--- src/rtl/multicycle_control_unit_pkg.sv ---
// Shared constants for the multi-cycle RV32I control unit: opcodes, FSM state codes,
// ALU operation selects, writeback source selects and instruction classes.
package multicycle_control_unit_pkg;

    localparam logic [6:0] OPCODE_R      = 7'h33;
    localparam logic [6:0] OPCODE_I      = 7'h13;
    localparam logic [6:0] OPCODE_LOAD   = 7'h03;
    localparam logic [6:0] OPCODE_STORE  = 7'h23;
    localparam logic [6:0] OPCODE_BRANCH = 7'h63;
    localparam logic [6:0] OPCODE_JAL    = 7'h6F;
    localparam logic [6:0] OPCODE_JALR   = 7'h67;
    localparam logic [6:0] OPCODE_AUIPC  = 7'h17;
    localparam logic [6:0] OPCODE_LUI    = 7'h37;
    localparam logic [6:0] OPCODE_SYSTEM = 7'h73;

    localparam logic [2:0] ST_FETCH  = 3'd0;
    localparam logic [2:0] ST_DECODE = 3'd1;
    localparam logic [2:0] ST_EXEC   = 3'd2;
    localparam logic [2:0] ST_MEM    = 3'd3;
    localparam logic [2:0] ST_WB     = 3'd4;
    localparam logic [2:0] ST_HALT   = 3'd5;
    localparam logic [2:0] ST_FAULT  = 3'd6;

    localparam logic [1:0] ALUOP_ADD    = 2'b00;
    localparam logic [1:0] ALUOP_BRANCH = 2'b01;
    localparam logic [1:0] ALUOP_RTYPE  = 2'b10;
    localparam logic [1:0] ALUOP_ITYPE  = 2'b11;

    localparam logic [1:0] RDSEL_ALU   = 2'b00;
    localparam logic [1:0] RDSEL_AUIPC = 2'b01;
    localparam logic [1:0] RDSEL_PC4   = 2'b10;
    localparam logic [1:0] RDSEL_LUI   = 2'b11;

    localparam logic [2:0] CLS_ALU     = 3'd0;
    localparam logic [2:0] CLS_LOAD    = 3'd1;
    localparam logic [2:0] CLS_STORE   = 3'd2;
    localparam logic [2:0] CLS_BRANCH  = 3'd3;
    localparam logic [2:0] CLS_SYSTEM  = 3'd4;
    localparam logic [2:0] CLS_ILLEGAL = 3'd5;

endpackage

--- src/rtl/multicycle_control_unit_ctrl_decode.sv ---
// Combinational opcode decoder: datapath selects plus the instruction class that
// steers the control FSM.
module multicycle_control_unit_ctrl_decode
    import multicycle_control_unit_pkg::*;
(
    input  logic [6:0] opcode,
    output logic [1:0] alu_op,
    output logic       alu_src,
    output logic [1:0] rd_sel,
    output logic       pc_gen_sel,
    output logic [2:0] inst_class
);

    always_comb begin
        alu_op     = ALUOP_ADD;
        alu_src    = 1'b0;
        rd_sel     = RDSEL_ALU;
        pc_gen_sel = 1'b0;
        inst_class = CLS_ALU;
        case (opcode)
            OPCODE_R: alu_op = ALUOP_RTYPE;
            OPCODE_I: begin
                alu_op  = ALUOP_ITYPE;
                alu_src = 1'b1;
            end
            OPCODE_LOAD: begin
                alu_src    = 1'b1;
                inst_class = CLS_LOAD;
            end
            OPCODE_STORE: begin
                alu_src    = 1'b1;
                inst_class = CLS_STORE;
            end
            OPCODE_BRANCH: begin
                alu_op     = ALUOP_BRANCH;
                inst_class = CLS_BRANCH;
            end
            OPCODE_JAL:  rd_sel = RDSEL_PC4;
            OPCODE_JALR: begin
                rd_sel     = RDSEL_PC4;
                pc_gen_sel = 1'b1;
            end
            OPCODE_AUIPC:  rd_sel = RDSEL_AUIPC;
            OPCODE_LUI:    rd_sel = RDSEL_LUI;
            OPCODE_SYSTEM: inst_class = CLS_SYSTEM;
            default:       inst_class = CLS_ILLEGAL;
        endcase
    end

endmodule

--- src/rtl/multicycle_control_unit.sv ---
// Multi-cycle control FSM for the RV32I core: sequences FETCH/DECODE/EXEC/MEM/WB over a
// shared memory port, enforces a memory wait timeout and counts retired instructions.
module multicycle_control_unit
    import multicycle_control_unit_pkg::*;
#(
    parameter int unsigned MEM_TIMEOUT  = 16,
    parameter bit          TRAP_ILLEGAL = 1'b1,
    parameter int unsigned CNT_W        = 32
) (
    input  logic             clk,
    input  logic             rst,
    input  logic [6:0]       opcode,
    input  logic             mem_ready,
    output logic             mem_req,
    output logic             ir_write,
    output logic             pc_write,
    output logic             branch,
    output logic             memRead,
    output logic             memWrite,
    output logic             memtoReg,
    output logic             ALUSrc,
    output logic             RegWrite,
    output logic             sys,
    output logic [1:0]       ALUOp,
    output logic [1:0]       rd_sel,
    output logic             pc_gen_sel,
    output logic             halt,
    output logic             fault,
    output logic             retire,
    output logic [CNT_W-1:0] instret
);

    localparam int unsigned     WaitW    = $clog2(MEM_TIMEOUT + 1);
    localparam logic [WaitW-1:0] WaitLast = WaitW'(MEM_TIMEOUT - 1);

    logic [2:0]       state_q, state_d;
    logic [WaitW-1:0] wait_q, wait_d;
    logic [CNT_W-1:0] instret_q;
    logic             started_q;

    logic [1:0] dec_alu_op;
    logic       dec_alu_src;
    logic [1:0] dec_rd_sel;
    logic       dec_pc_gen_sel;
    logic [2:0] dec_class;

    multicycle_control_unit_ctrl_decode u_decode (
        .opcode     (opcode),
        .alu_op     (dec_alu_op),
        .alu_src    (dec_alu_src),
        .rd_sel     (dec_rd_sel),
        .pc_gen_sel (dec_pc_gen_sel),
        .inst_class (dec_class)
    );

    always_comb begin
        state_d    = state_q;
        wait_d     = wait_q;
        mem_req    = 1'b0;
        ir_write   = 1'b0;
        pc_write   = 1'b0;
        branch     = 1'b0;
        memRead    = 1'b0;
        memWrite   = 1'b0;
        memtoReg   = 1'b0;
        ALUSrc     = 1'b0;
        RegWrite   = 1'b0;
        sys        = 1'b0;
        ALUOp      = ALUOP_ADD;
        rd_sel     = RDSEL_ALU;
        pc_gen_sel = 1'b0;
        halt       = 1'b0;
        fault      = 1'b0;
        retire     = 1'b0;
        // The first cycle after reset release stays idle so mem_req rises one cycle later.
        if (started_q) begin
            if (state_q == ST_EXEC || state_q == ST_MEM || state_q == ST_WB) begin
                ALUOp      = dec_alu_op;
                ALUSrc     = dec_alu_src;
                rd_sel     = dec_rd_sel;
                pc_gen_sel = dec_pc_gen_sel;
            end
            case (state_q)
                ST_FETCH: begin
                    mem_req = 1'b1;
                    if (mem_ready) begin
                        ir_write = 1'b1;
                        pc_write = 1'b1;
                        state_d  = ST_DECODE;
                    end
                end
                ST_DECODE: begin
                    if (dec_class == CLS_SYSTEM) begin
                        retire  = 1'b1;
                        state_d = ST_HALT;
                    end else if (dec_class == CLS_ILLEGAL) begin
                        if (TRAP_ILLEGAL) begin
                            state_d = ST_FAULT;
                        end else begin
                            retire  = 1'b1;
                            state_d = ST_FETCH;
                        end
                    end else begin
                        state_d = ST_EXEC;
                    end
                end
                ST_EXEC: begin
                    if (dec_class == CLS_BRANCH) begin
                        branch  = 1'b1;
                        retire  = 1'b1;
                        state_d = ST_FETCH;
                    end else if (dec_class == CLS_LOAD || dec_class == CLS_STORE) begin
                        state_d = ST_MEM;
                    end else begin
                        state_d = ST_WB;
                    end
                end
                ST_MEM: begin
                    mem_req  = 1'b1;
                    memRead  = (dec_class == CLS_LOAD);
                    memWrite = (dec_class == CLS_STORE);
                    if (mem_ready) begin
                        retire  = memWrite;
                        state_d = memWrite ? ST_FETCH : ST_WB;
                    end
                end
                ST_WB: begin
                    RegWrite = 1'b1;
                    memtoReg = (dec_class == CLS_LOAD);
                    retire   = 1'b1;
                    state_d  = ST_FETCH;
                end
                ST_HALT: begin
                    sys  = 1'b1;
                    halt = 1'b1;
                end
                ST_FAULT: fault = 1'b1;
                default:  state_d = ST_FAULT;
            endcase
            // A ready in the final wait cycle completes normally instead of faulting.
            if (mem_req) begin
                if (mem_ready) begin
                    wait_d = '0;
                end else if (wait_q == WaitLast) begin
                    state_d = ST_FAULT;
                end else begin
                    wait_d = wait_q + 1'b1;
                end
            end
        end
    end

    always_ff @(posedge clk) begin
        if (!rst) begin
            state_q   <= ST_FETCH;
            wait_q    <= '0;
            instret_q <= '0;
            started_q <= 1'b0;
        end else begin
            state_q   <= state_d;
            wait_q    <= wait_d;
            started_q <= 1'b1;
            if (retire) begin
                instret_q <= instret_q + 1'b1;
            end
        end
    end

    assign instret = instret_q;

endmodule

--- config.mk ---
export PLATFORM = sky130hd
export DESIGN_NAME = multicycle_control_unit
export DESIGN_NICKNAME = d
export VERILOG_FILES = /design/src/rtl/multicycle_control_unit_pkg.sv /design/src/rtl/multicycle_control_unit_ctrl_decode.sv /design/src/rtl/multicycle_control_unit.sv
export SDC_FILE = /design/constraint.sdc
export NUM_CORES = 1
export LEC_CHECK = 0
export BUFFER_PORTS_ARGS = -buffer_cell sky130_fd_sc_hd__buf_4
export CORE_MARGIN = 4
export CORE_UTILIZATION = 58
export CTS_CLUSTER_SIZE = 20
export DETAILED_ROUTE_END_ITERATION = 7
export PLACE_DENSITY = 0.87
export SLEW_MARGIN = 20
export SYNTH_ARGS = -nofsm -noshare
export SYNTH_HDL_FRONTEND = slang
export SYNTH_HIERARCHICAL = 1
export SYNTH_SLANG_ARGS = --single-unit
--- constraint.sdc ---
create_clock -name clk -period 5.85 [get_ports clk]
set_input_delay 0.8775 -clock clk [delete_from_list [all_inputs] [get_ports clk]]
set_output_delay 0.8775 -clock clk [all_outputs]
set_load 0.02 [all_outputs]
# [Word level (Yosys, flattened, before mapping)]
# Index checks and enable logic that the tools add are counted.
# W data, S select, Z words.
[classes] addsub=2 n_eq_ne=23 n_mux=52 n_reduce_logical=10
[op_table] cell="$add A32 B1 Y32 const B" n=1
[op_table] cell="$mux W1" n=31
[op_table] cell="$mux W3" n=10
[op_table] cell="$eq A7 B7 Y1 const B" n=4
[op_table] cell="$eq A7 B6 Y1 const B" n=3
[op_table] cell="$pmux W3 S6" n=1
[op_table] cell="$eq A3 B3 Y1 const B" n=5
[op_table] cell="$pmux W3 S5" n=1
[op_table] cell="$eq A7 B5 Y1 const B" n=2
[op_table] cell="$eq A3 B2 Y1 const B" n=4
[op_table] cell="$pmux W2 S3" n=2
[op_table] cell="$mux W5" n=2
[op_table] cell="$mux W2" n=4
[op_table] cell="$eq A7 B2 Y1 const B" n=1
[op_table] cell="$eq A3 B1 Y1 const B" n=2
[op_table] cell="$reduce_or A2 Y1" n=3
[op_table] cell="$reduce_or A6 Y1" n=1
[op_table] cell="$add A5 B1 Y5 const B" n=1
[op_table] cell="$eq A5 B4 Y1 const B" n=1
[op_table] cell="$pmux W1 S4" n=1
[op_table] cell="$logic_not A3 Y1" n=1
[op_table] cell="$logic_or A1 B1 Y1" n=3
[op_table] cell="$reduce_and A3 Y1" n=1
[op_table] cell="$reduce_or A3 Y1" n=1
[op_table] cell="$ne A2 B2 Y1 const B" n=1
[word_totals] ff_bits=41 input_bits=10 out_inout_bits=50 wordCells=91

# [Longest topological paths before layout]
[depth] ltp_word=11 depth_mapped=11 depth_no_buf=8

# [Cells and area by module]
# The synthesis kept the hierarchy.
[by_module_without_submodules] mod="multicycle_control_unit" n_inst=1 cells_each=294 area_per_inst_um2=2386.0 seq_area_each_um2=820.8
[by_module_without_submodules] mod="multicycle_control_unit_ctrl_decode" n_inst=1 cells_each=23 area_per_inst_um2=138.9 seq_area_each_um2=0.0

# [Worst setup path before layout]
# Ideal clock, no wire load.
[synth_timing] kind="input -> output" from="input port opcode[6]" to="output port memtoReg" arrival_ns=2.523 required_ns=4.973 slack_ns=2.450 cell_stages=6 path_cell_list="nor2b_1 > nor4b_1 > o21ai_1 > inv_1 > or3_1 > nor4_1"
[synth_via] elab_chain_cells=6 elab_cells_between_ends=15 cone_classes="eq/ne: 11; mux: 3; reduce/logical: 1"
[synth_rtl] element="start: declaration" line_no="multicycle_control_unit.sv:12" rtl="input logic [6:0] opcode,"
[synth_rtl] element="$eq A7 B6 Y1, or another cell as far along" line_no="multicycle_control_unit_ctrl_decode.sv:20" rtl="case (opcode)"
[synth_rtl] element="$reduce_or A6 Y1 (no line)"
[synth_rtl] element="$pmux W3 S5 (*)" line_no="multicycle_control_unit_ctrl_decode.sv:20"
[synth_rtl] element="net dec_class[0]" line_no="multicycle_control_unit.sv:45" rtl="logic [2:0] dec_class;"
[synth_rtl] element="$eq A3 B1 Y1 (*)" line_no="multicycle_control_unit.sv:129" rtl="memtoReg = (dec_class == CLS_LOAD);"
[synth_rtl] element="$mux W1 (*)" line_no="multicycle_control_unit.sv:83" rtl="case (state_q)"
[synth_rtl] element="$mux W1 (*)" line_no="multicycle_control_unit.sv:76" rtl="if (started_q) begin"
[synth_rtl] element="end: declaration" line_no="multicycle_control_unit.sv:20" rtl="output logic memtoReg,"
# Mark *: on every way through the listed nets, which the timed path passes. The rest lies on a longest branch.

# [Worst setup path in the final report]
[layout_timing] from="input port opcode[4]" to="output port retire"
[layout_via] elab_chain_cells=7 elab_cells_between_ends=20 cone_classes="eq/ne: 13; mux: 6; reduce/logical: 1"
[layout_rtl] element="$eq A7 B6 Y1, or another cell as far along" line_no="multicycle_control_unit_ctrl_decode.sv:20"
[layout_rtl] element="$reduce_or A6 Y1 (no line)"
[layout_rtl] element="$pmux W3 S5 (*)" line_no="multicycle_control_unit_ctrl_decode.sv:20"
[layout_rtl] element="net dec_class[2]" line_no="multicycle_control_unit.sv:45"
[layout_rtl] element="$eq A3 B2 Y1, or another cell as far along" line_no="multicycle_control_unit.sv:121" rtl="memWrite = (dec_class == CLS_STORE);"
[layout_rtl] element="$mux W1 (on tied branches)" line_no="multicycle_control_unit.sv:122, multicycle_control_unit.sv:93, multicycle_control_unit.sv:108"
[layout_rtl] element="$pmux W1 S4 (*)" line_no="multicycle_control_unit.sv:83"
[layout_rtl] element="$mux W1 (*)" line_no="multicycle_control_unit.sv:76"
[layout_rtl] element="end: declaration" line_no="multicycle_control_unit.sv:29" rtl="output logic retire,"
# Marks and branches as above.

==> results.txt <==
CP startpoint kind = input pin
layout cell share with drive strength beyond 1 = 22.2%
Mean Syn Cell Area = 7.97 um2
Post-DRT Antenna Nets = 0
slew margin rel. = 36.8%
number of buffers inserted by hold repair at cts = 0
drt first pass iters = 4
synth warn = 6
fill cell count = 333
VDD IR max = 189 uV
antenna violations before repair = 0
first-pass GRT wire length = 9.80 mm
gate family responsible for the most delay along the worst path = compound AO/OA/AOI/OAI gates
post-synthesis sequential area ratio = 32.5%
CTS tree = built
H-tree depth = 2
detail-routed net length per standard cell = 14.2 um
max-slew violation total from the final report = 0
via count of the routed design = 2541
power after layout = 539 uW
Setup CP Type = in2out
number of global-route vias before repair = 2249
FP Rows = 23
largest net degree at the start of global routing = 39
top fanout value on the critical path = 9
number of clock buffers inserted by TritonCTS = 5
flip-flop and latch count after synthesis = 41
nets in the synthesized netlist = 330
post-layout min period = 3.83 ns
placement-stage cell area = 2910 um2
number of remaining DRC errors = 0
number of endpoints with negative hold slack in the final report = 0
crit end category = primary output
cell types occupying the most area after synthesis = dfxtp_1, a21oi_1, or3_1
leading cell type by number of instances after synthesis = dfxtp_1
All-Layer GR Usage = 22.1%
post-layout utilization of the core = 73.1%
top_reg_cell synth = dfxtp_1
routed wire length = 5.89 mm
delay contributed by the slowest stage of the critical path = 0.48 ns
run status = finished, final reports clean
die span in x = 74.0 um
gp weighted congestion = 0.844
number of cells produced by synthesis = 317
# placed instances = 408
type of the tightest min-delay check = reg2reg
initial detailed-routing violation count = 181
Maximum Capacitance Violations = 0
Unique masters post-synth = 55
Fin Clk Skew = 0.0115 ns
share of synthesized registers carrying an async set or reset = 0%
count of placed standard cells in the final layout, fillers left out = 415
post-synthesis cell area = 2520 um2
cell-by-cell trace of the critical path = buf_4 > nand2b_1 > a211oi_1 > o21ai_1 > and4b_1 > a22o_2 > o31ai_1 > inv_1 > buf_4
vias per cell = 6.12
Leak = 0.00112 uW
clock edge transition at the registers on the reported setup and hold paths = 0.08 ns
cell with the most instances on the worst path = buf_4
top cells by instance count after synthesis = dfxtp_1, a21oi_1, nand2_1
die outline height = 74.0 um
initial standard-cell utilization of the core = 61.4%
Worst-Skew Late Latency = 0.29 ns
library cell occupying the most area in the post-synthesis netlist = dfxtp_1
total congestion overflow = 0
f_max = 261 MHz
data arrival time of the critical path = 2.95 ns
total negative setup slack = 0 ns
floorplan die area = 5470 um2
DP Wirelength = 4.27 mm
quantity of gates resized following cts = 0
power density of the placed cells = 179 nW/um2
Critical Path RT = 4.97 ns
buffers inserted by post-CTS timing repair = 0
slew at the pin with the worst max-slew slack = 0.946 ns
Clk Tree Root Cell = clkbuf_8
IO Pins = 60
number of flops mapped to enable cells by yosys = 0
count of buffer and inverter cells on the critical path = 3
Area growth syn-to-layout = 19.1%
RSZ-0062 raised after global routing = no
count of antenna diodes in the layout = 0
area of the core = 4120 um2
Max clock buf depth = 2
# clock sinks = 41
input/output buffers = 59
final instance area = 3010 um2
Total Nets Final = 378
reg-to-reg setup timing slack = 3.45 ns
top-area cell type share of the netlist area = 32.5%
number of failing setup endpoints in the final timing report = 0
portion of the clock cycle consumed by the worst path in the final layout = 65.5%
slowest library cell on the worst path = o31ai_1
## power breakdown
group	internal, uW	leakage, uW	switching, uW
Combinational	23.4	0.000742	34.4
Clock	93.3	0.0000433	95.3
Sequential	282	0.000331	10.0
## worst min-delay path: cells and delay by family (launching register included)
family	cells	cell delay, ns
AOI/OAI and AO/OA	2	0.13
DFF	1	0.33
## sequential cells by signal, summed over array words and instances, names as in the netlist
signal and cells:
instret 32, wait_q 5, state_q 3, started_q 1
## metal layers
metal  part of all wire [%]  routed length (um)  up-vias  GRT usage (%)
met1                     42                2480     1166           27.4
met3                    5.4                 320        9           5.00
met4                    1.1                  62        0           5.43
li1                       -                   -     1278              -
met5                      0                   0        -              0
met2                     51                3030       88           39.0
## logic make-up after synthesis
logic type / share of synthesized area [%]
DFF: 32.5
xor gates and xnor gates: 1.39
AOI/OAI and AO/OA: 22.4
adders and majority gates: 1.49
muxes: 0.793
and+or+nand+nor: 34.3
buffers and inverters: 7.09
## through the flow
step / hold slack (ns) / setup WS [ns]
2_1_floorplan: 0.457 / 2.45
3_3_place_gp: 0.473 / 2.10
3_5_place_dp: 0.487 / 2.04
4_1_cts: 0.498 / 2.03
5_1_grt: 0.526 / 1.82
6_report: 0.492 / 2.02
## layout by cell type, fill, tap and decap left out, types with 11 or more instances in the layout
master and count:
dfxtp_1 41, nand2_1 27, or3_1 19, buf_4 59, nor3_1 13, inv_1 13
o21ai_0 20, a21oi_1 36, nor2_1 17, nand3_1 12, o31ai_1 11
## path summary, 6_finish.rpt
check,startpoint,to,cells past startpoint
worst max register to register,state_q[0],instret[6],5
worst min register to register,instret[31],instret[31],2
worst max-delay path,opcode[4],retire,9
worst min-delay path,instret[31],instret[31],2
## final cells by class
| type | instances | area, um2 | share of cell area, % |
|---|---|---|---|
| Multi-Input combinational cell | 244 | 1540 | 51.2 |
| Sequential cell | 41 | 821 | 27.3 |
| Timing Repair Buffer | 59 | 443 | 14.7 |
| Clock buffer | 6 | 82.6 | 2.75 |
| Tap cell | 50 | 62.6 | 2.08 |
| Inverter | 14 | 52.6 | 1.75 |
| Clock inverter | 1 | 7.51 | 0.250 |
Power figures use the tool's default switching activity.
